$ cat src/rtl/dcache_write_buffer.sv
// In-order write buffer between the dcache write port and the AXI bridge.
// Buffered writes are held in a circular FIFO; reads to a buffered line are held back.

module dcwb_line_cmp (
  input  logic        vld_i,
  input  logic [27:0] line_i,
  input  logic [27:0] probe_i,
  output logic        hit_o
);
  assign hit_o = vld_i && (line_i == probe_i);
endmodule

module dcache_write_buffer #(
  parameter int LOG2_DEPTH = 2
) (
  input  logic         clk,
  input  logic         reset,
  input  logic         in_wr_req,
  input  logic [2:0]   in_wr_type,
  input  logic [31:0]  in_wr_addr,
  input  logic [3:0]   in_wr_wstrb,
  input  logic [127:0] in_wr_data,
  output logic         in_wr_rdy,
  output logic         out_wr_req,
  output logic [2:0]   out_wr_type,
  output logic [31:0]  out_wr_addr,
  output logic [3:0]   out_wr_wstrb,
  output logic [127:0] out_wr_data,
  input  logic         out_wr_rdy,
  input  logic         in_rd_req,
  input  logic [31:0]  in_rd_addr,
  output logic         in_rd_rdy,
  output logic         out_rd_req,
  input  logic         out_rd_rdy,
  output logic         rd_hazard,
  output logic         empty
);
  localparam int DEPTH = 1 << LOG2_DEPTH;

  typedef struct packed {
    logic [2:0]   typ;
    logic [31:0]  addr;
    logic [3:0]   wstrb;
    logic [127:0] data;
  } wb_entry_t;

  wb_entry_t [DEPTH-1:0]  mem_q;
  logic [DEPTH-1:0]       valid_q, valid_d;
  logic [LOG2_DEPTH-1:0]  head_q, head_d, tail_q, tail_d;
  logic [LOG2_DEPTH:0]    count_q, count_d;

  logic      push, pop;
  wb_entry_t wr_ent, head_ent;

  assign wr_ent    = '{typ: in_wr_type, addr: in_wr_addr, wstrb: in_wr_wstrb, data: in_wr_data};
  assign in_wr_rdy = (count_q != {1'b1, {LOG2_DEPTH{1'b0}}});
  assign push      = in_wr_req && in_wr_rdy;
  assign pop       = out_wr_req && out_wr_rdy;

  // Head fields come straight from storage; held stable because a full
  // buffer never accepts a write into the slot being presented.
  assign head_ent     = mem_q[head_q];
  assign out_wr_req   = valid_q[head_q];
  assign out_wr_type  = head_ent.typ;
  assign out_wr_addr  = head_ent.addr;
  assign out_wr_wstrb = head_ent.wstrb;
  assign out_wr_data  = head_ent.data;
  assign empty        = (count_q == '0);

  always_comb begin
    valid_d = valid_q;
    head_d  = head_q;
    tail_d  = tail_q;
    count_d = count_q;
    if (pop) begin
      valid_d[head_q] = 1'b0;
      head_d          = head_q + 1'b1;
    end
    if (push) begin
      valid_d[tail_q] = 1'b1;
      tail_d          = tail_q + 1'b1;
    end
    case ({push, pop})
      2'b10:   count_d = count_q + 1'b1;
      2'b01:   count_d = count_q - 1'b1;
      default: count_d = count_q;
    endcase
  end

  always_ff @(posedge clk or posedge reset) begin
    if (reset) begin
      mem_q   <= '0;
      valid_q <= '0;
      head_q  <= '0;
      tail_q  <= '0;
      count_q <= '0;
    end else begin
      valid_q <= valid_d;
      head_q  <= head_d;
      tail_q  <= tail_d;
      count_q <= count_d;
      if (push) mem_q[tail_q] <= wr_ent;
    end
  end

  // Line-granular RAW check: every buffered entry plus the write accepted this cycle.
  logic [DEPTH-1:0] ent_hit;
  logic             in_hit;

  for (genvar g = 0; g < DEPTH; g++) begin : g_cmp
    dcwb_line_cmp u_cmp (
      .vld_i   (valid_q[g]),
      .line_i  (mem_q[g].addr[31:4]),
      .probe_i (in_rd_addr[31:4]),
      .hit_o   (ent_hit[g])
    );
  end

  dcwb_line_cmp u_cmp_in (
    .vld_i   (push),
    .line_i  (in_wr_addr[31:4]),
    .probe_i (in_rd_addr[31:4]),
    .hit_o   (in_hit)
  );

  assign rd_hazard  = (|ent_hit) || in_hit;
  assign out_rd_req = in_rd_req && !rd_hazard;
  assign in_rd_rdy  = out_rd_rdy && !rd_hazard;

  logic unused_lo;
  assign unused_lo = ^{in_rd_addr[3:0], in_wr_addr[3:0]};

endmodule

$ cat config.mk
export PLATFORM = sky130hd
export DESIGN_NAME = dcache_write_buffer
export DESIGN_NICKNAME = d
export VERILOG_FILES = /design/src/rtl/dcache_write_buffer.sv
export SDC_FILE = /design/constraint.sdc
export NUM_CORES = 2
export LEC_CHECK = 0
export ABC_AREA = 1
export CORE_ASPECT_RATIO = 1.75
export CORE_MARGIN = 2
export CORE_UTILIZATION = 35
export DETAILED_ROUTE_END_ITERATION = 16
export PLACE_DENSITY = 0.52
export SYNTH_ARGS = -nofsm -noshare
export SYNTH_HDL_FRONTEND = slang
export SYNTH_SLANG_ARGS = --single-unit
$ cat constraint.sdc
create_clock -name clk -period 46.9 [get_ports clk]
set_input_delay 9.38 -clock clk [delete_from_list [all_inputs] [get_ports clk]]
set_output_delay 9.38 -clock clk [all_outputs]
set_load 0.05 [all_outputs]
Yosys cells after proc, flatten, opt, wreduce, memory -nomap -nowiden

Cells that the tools add are included.

Bits in registers: 679
Output and inout port bits: 173

Bitwise logic cells: 3
Reduce and logical (&&, ||, !) cells: 16
Multiplexer cells: 14
$add $sub $neg: 4
Eq/ne operators: 8
Order comparisons: 4

Operators by type and width:

| cell                | number |
|---|---|
| $bwmux 668          | 1 |
| $bmux 167 s2        | 1 |
| $demux 167 s2       | 1 |
| $mux 167            | 2 |
| $eq 28x28->1        | 5 |
| $logic_and 1x1->1   | 11 |
| $mux 4              | 2 |
| $lt 2x3->1 const B  | 2 |
| $pmux 3 s2          | 1 |
| $add 2x1->2 const B | 2 |
| $and 4x4->4         | 1 |
| $demux 1 s2         | 2 |
| $ge 2x1->1 const B  | 2 |
| $not 4->4           | 1 |
| $or 4x4->4          | 1 |
| $reduce_or 4->1     | 1 |
| $add 3x1->3 const B | 1 |
| $logic_not 3->1     | 1 |
| $mux 1              | 3 |
| $ne 3x3->1 const B  | 1 |
| $sub 3x1->3 const B | 1 |
| $bmux 1 s2          | 1 |
| $eq 2x1->1 const B  | 1 |
| $eq 2x2->1 const B  | 1 |
| 3 further kinds     | 3 |

Longest topological paths before layout

Depth after elaboration: 9
Depth in mapped cells: 14

Hierarchy

A second synthesis with hierarchy kept.

Cell total of the unflattened synthesis: 4,620
Area total of the unflattened synthesis: 33,442.1 um^2

By module, submodules not included:

| module              | instances | area each (um^2) | cells each |
|---|---|---|---|
| dcache_write_buffer | 1         | 30,495.5         | 3,855 |
| dcwb_line_cmp       | 5         | 589.3            | 153 |

Worst setup path before layout

No wires, ideal clock.

Path kind: input port to output port
Start: input in_rd_addr[21]
End: output in_rd_rdy
Slack: 26.354 ns
Arrival: 11.166 ns
Buffers on the path: 1
Stages on the path: 9
Cells stage by stage: clkbuf_1 > inv_1 > o21ai_0 > nor2_1 > nand3_1 > nor2_1 > nand2_1 > nand3_1 > nor3_1

Longest elaborated chain between the ends: 6

RTL lines:

| element               | line | RTL |
|---|---|---|
| from (decl)           | 31   | `input logic [31:0] in_rd_addr,` |
| $eq 28x28->1          | 10   | `assign hit_o = vld_i && (line_i == probe_i);` |
| $logic_and 1x1->1     | 10   |  |
| $reduce_or 4->1       | 126  | `assign rd_hazard = (\|ent_hit) \|\| in_hit;` |
| $logic_or 1x1->1 (*)  | 126  |  |
| $logic_not 1->1 (*)   | 128  | `assign in_rd_rdy = out_rd_rdy && !rd_hazard;` |
| $logic_and 1x1->1 (*) | 128  |  |
| to (decl)             | 32   | `output logic in_rd_rdy,` |

Mark *: on every way between the ends. The rest lies on a longest branch, timed or not.

Worst setup path after layout

Start: input in_rd_addr[10]
End: output rd_hazard

Longest elaborated chain between the ends: 4

RTL lines:

| element              | line | RTL |
|---|---|---|
| $eq 28x28->1         | 10   |  |
| $logic_and 1x1->1    | 10   |  |
| $reduce_or 4->1      | 126  |  |
| $logic_or 1x1->1 (*) | 126  |  |
| to (decl)            | 35   | `output logic rd_hazard,` |

Marked as above.

==> results.py <==
metrics = {
    "timing": {
        "slew_viol_final": 87,
        "timing.fmax_mhz": 46.5,
        "relSlewSlack": -0.0767,
        "grt_setup_unrepaired": "false",
        "tightest_slew_ns": 1.62,
        "skew_ns": 0.0208,
        "timing.hold.ws_ns": 0.471,
        "finalSetupTns_ns": 0,
        "fin_ws_ns": 25.39,
        "hold_viol_final": 0,
        "fin_crit_ns": 21.51,
        "finalSetupViolCount": 0,
        "period_share": 0.459,
    },
    "floorplan": {
        "dieArea_sq_um": 94700,
        "row_count": 147,
        "ioPinCount": 378,
        "initial_core_util": 0.352,
        "die_width_microns": 234,
        "dieHeight_microns": 406,
        "core_sq_um": 91600,
    },
    "place": {
        "placed_area_sq_um": 36600,
        "hpwlAfterDp_microns": 66400,
        "place_congestion": 0.909,
        "dp_slack_ns": 25.41,
        "portBuffers": 373,
    },
    "critical_path": {
        "r2r_cells": 14,
        "cp_max_fo": 7,
        "worstPathArrival_ns": 12.13,
        "r2r_start": "head_q[0]",
        "r2r_setup_slack_ns": 42.61,
        "crit_type": "in2out",
        "setup.worst_path.start_class": "primary input",
        "cp-end-kind": "primary output",
        "reg2reg_to": "count_q[2]",
        "cp.required_ns": 37.52,
    },
    "finish": {
        "final_cell_mix": "2,100 x nand2_1, 677 x dfrtp_1, 403 x o21ai_0, 373 x clkdlybuf4s50_1, 360 x nor2_1",
        "layout-drive-gt1-share": 0.0336,
        "layout_commonest_cell": "nand2_1",
        "stdcell_area_sq_um": 39000,
        "synthToLayoutAreaGrowth_pct": 20.8,
        "nNetsFinal": 4723,
    },
    "cts": {
        "cts_buffer_depth": 3,
        "cts.hold.buffers_added": 0,
        "cts_sinks": 679,
        "cts_resized": 0,
        "cts_tree": "done",
        "post_cts_buffers": 0,
        "cts_htree_levels": 3,
        "clockRootBuffer": "clkbuf_16",
        "clk_pin_slew_ns": 0.06,
        "cts_buffers": 71,
        "clock_latency_ns": 0.66,
    },
    "min_path": {
        "hp-class": "reg2reg",
        "whs_path_depth": 2,
        "holdPathEnd": "mem_q[175]",
        "min-delay-start": "mem_q[175]",
    },
    "pwr": {
        "peakVddDrop_uv": 68.0,
        "p_leak_nw": 19.4,
        "p_per_area_nw_per_um2": 88.1,
    },
    "global_route": {
        "grtUsageTotal": 0.243,
        "first_global_vias": 28900,
        "grt_pass1_wl_microns": 176000,
        "grt_max_degree": 204,
        "antenna_found_initial": 14,
        "grt_overflow": 0,
    },
    "route": {
        "drc": 0,
        "via_count": 29000,
        "drt_iter0_markers": 1774,
        "ant_nets": 0,
        "dr.pass1.iters": 5,
        "vias_per_cell": 5.04,
        "totalWireLength_microns": 116000,
        "wl_per_cell_microns": 20.1,
    },
    "yosys": {
        "syn_area_per_cell_sq_um": 7.51,
        "ys_warn_count": 0,
        "ys_ff_latch": 679,
        "synth_area_sq_um": 32300,
        "netlist_instances": 4299,
        "synthesis.nets": 4514,
        "synth_cell_types": 27,
        "yosysSeqAreaShare": 0.527,
    },
    "run_status": {
        "status": "finished, violations left",
        "violations": "max-slew violations",
    },
    "flow_run": {
        "drv_cap": 0,
    },
}
synthesized netlist by cell type:
library cell  instances  area [sq um]
nand2_1            2100          7880
nand2_4               2          22.5
nor2_1              360          1350
xor2_1                9          78.8
ha_1                  9           113
o21ai_1              21           105
and2_1                1          6.26
buf_4                25           188
nand3_2               1          10.0
buf_1                 7          26.3
or2_1                 1          6.26
clkinv_1              1          3.75
nand4_1              23           144
fa_1                  1          20.0
xnor2_1              41           359
clkbuf_1            117           439
a21oi_1              61           305
dfrtp_1             679         17000
o21ai_0             403          2020
inv_2                 6          22.5
buf_2               120           601
buf_6                 2          22.5
nor3_1                9          45.0
o22ai_1             148           926
nand3_1               6          30.0
inv_1               144           541
nand2_2               2          12.5
critical path, cell delays in order:
cell and delay [ns]:
clkdlybuf4s50_1 0.67, inv_1 0.13, nand2_1 0.25, nand2_1 0.09, inv_1 0.05, nand2_1 0.05, nor2_1 0.20, nand2_1 0.07
nor2_1 0.09, nand2_1 0.05, nand3_1 0.16, or2_1 0.13, clkdlybuf4s50_1 0.79
sequential cells by signal (all words and copies together) (netlist names):
register  cells
count_q       3
head_q        2
mem_q       668
tail_q        2
valid_q       4
layout make-up:
cell class	instances	area (sq um)
fill	9498	52600
sequential	679	17000
multi-input combinational	3198	13500
timing repair buffer	407	4010
clock buffer	106	2080
tap	1192	1490
inverter	151	607
clock inverter	18	289
antenna	4	10.0
logic make-up after synthesis:
group	share of synthesized area
adder cells (fa/ha/maj)	0.00411
buffers and inverters	0.0571
flip-flops	0.527
AND/OR/NAND/NOR	0.295
XOR/XNOR	0.0136
AO/OA/AOI/OAI	0.104
metrics by stage:
stage / utilization / total power, W / instances
floorplan: - / 0.00222 / 4299
global placement: 0.399 / 0.00285 / 5627
detailed placement: 0.399 / 0.00286 / 5627
CTS: 0.425 / 0.00347 / 5751
global route: 0.425 / 0.00366 / 5755
finish: 0.425 / 0.00343 / 5755
where the power goes:
group          internal, W  total (W)  switching (W)
logic             0.000550    0.00182        0.00127
clock network     0.000337   0.000588       0.000252
registers         0.000858    0.00102       0.000163
per-layer routing:
metal / vias up / part of all wire / GRT usage
met1: 14200 / 0.41 / 0.300
li1: 13900 / - / -
met4: 20 / 0.031 / 0.0927
met2: 787 / 0.49 / 0.414
met3: 174 / 0.066 / 0.0522
met5: - / 0.0012 / 0
worst max-delay path by stage:
stage	startpoint	to	slack, ns	cells after the start
after floorplan	reset	count_q[0]	18.49	1
after global placement	in_rd_addr[10]	rd_hazard	25.38	13
after detailed placement	in_rd_addr[10]	rd_hazard	25.41	13
after CTS	in_rd_addr[10]	rd_hazard	25.40	13
after global routing	in_rd_addr[10]	rd_hazard	25.28	13
final	in_rd_addr[10]	rd_hazard	25.39	13
Note: power is estimated with default switching activity, not from simulation.
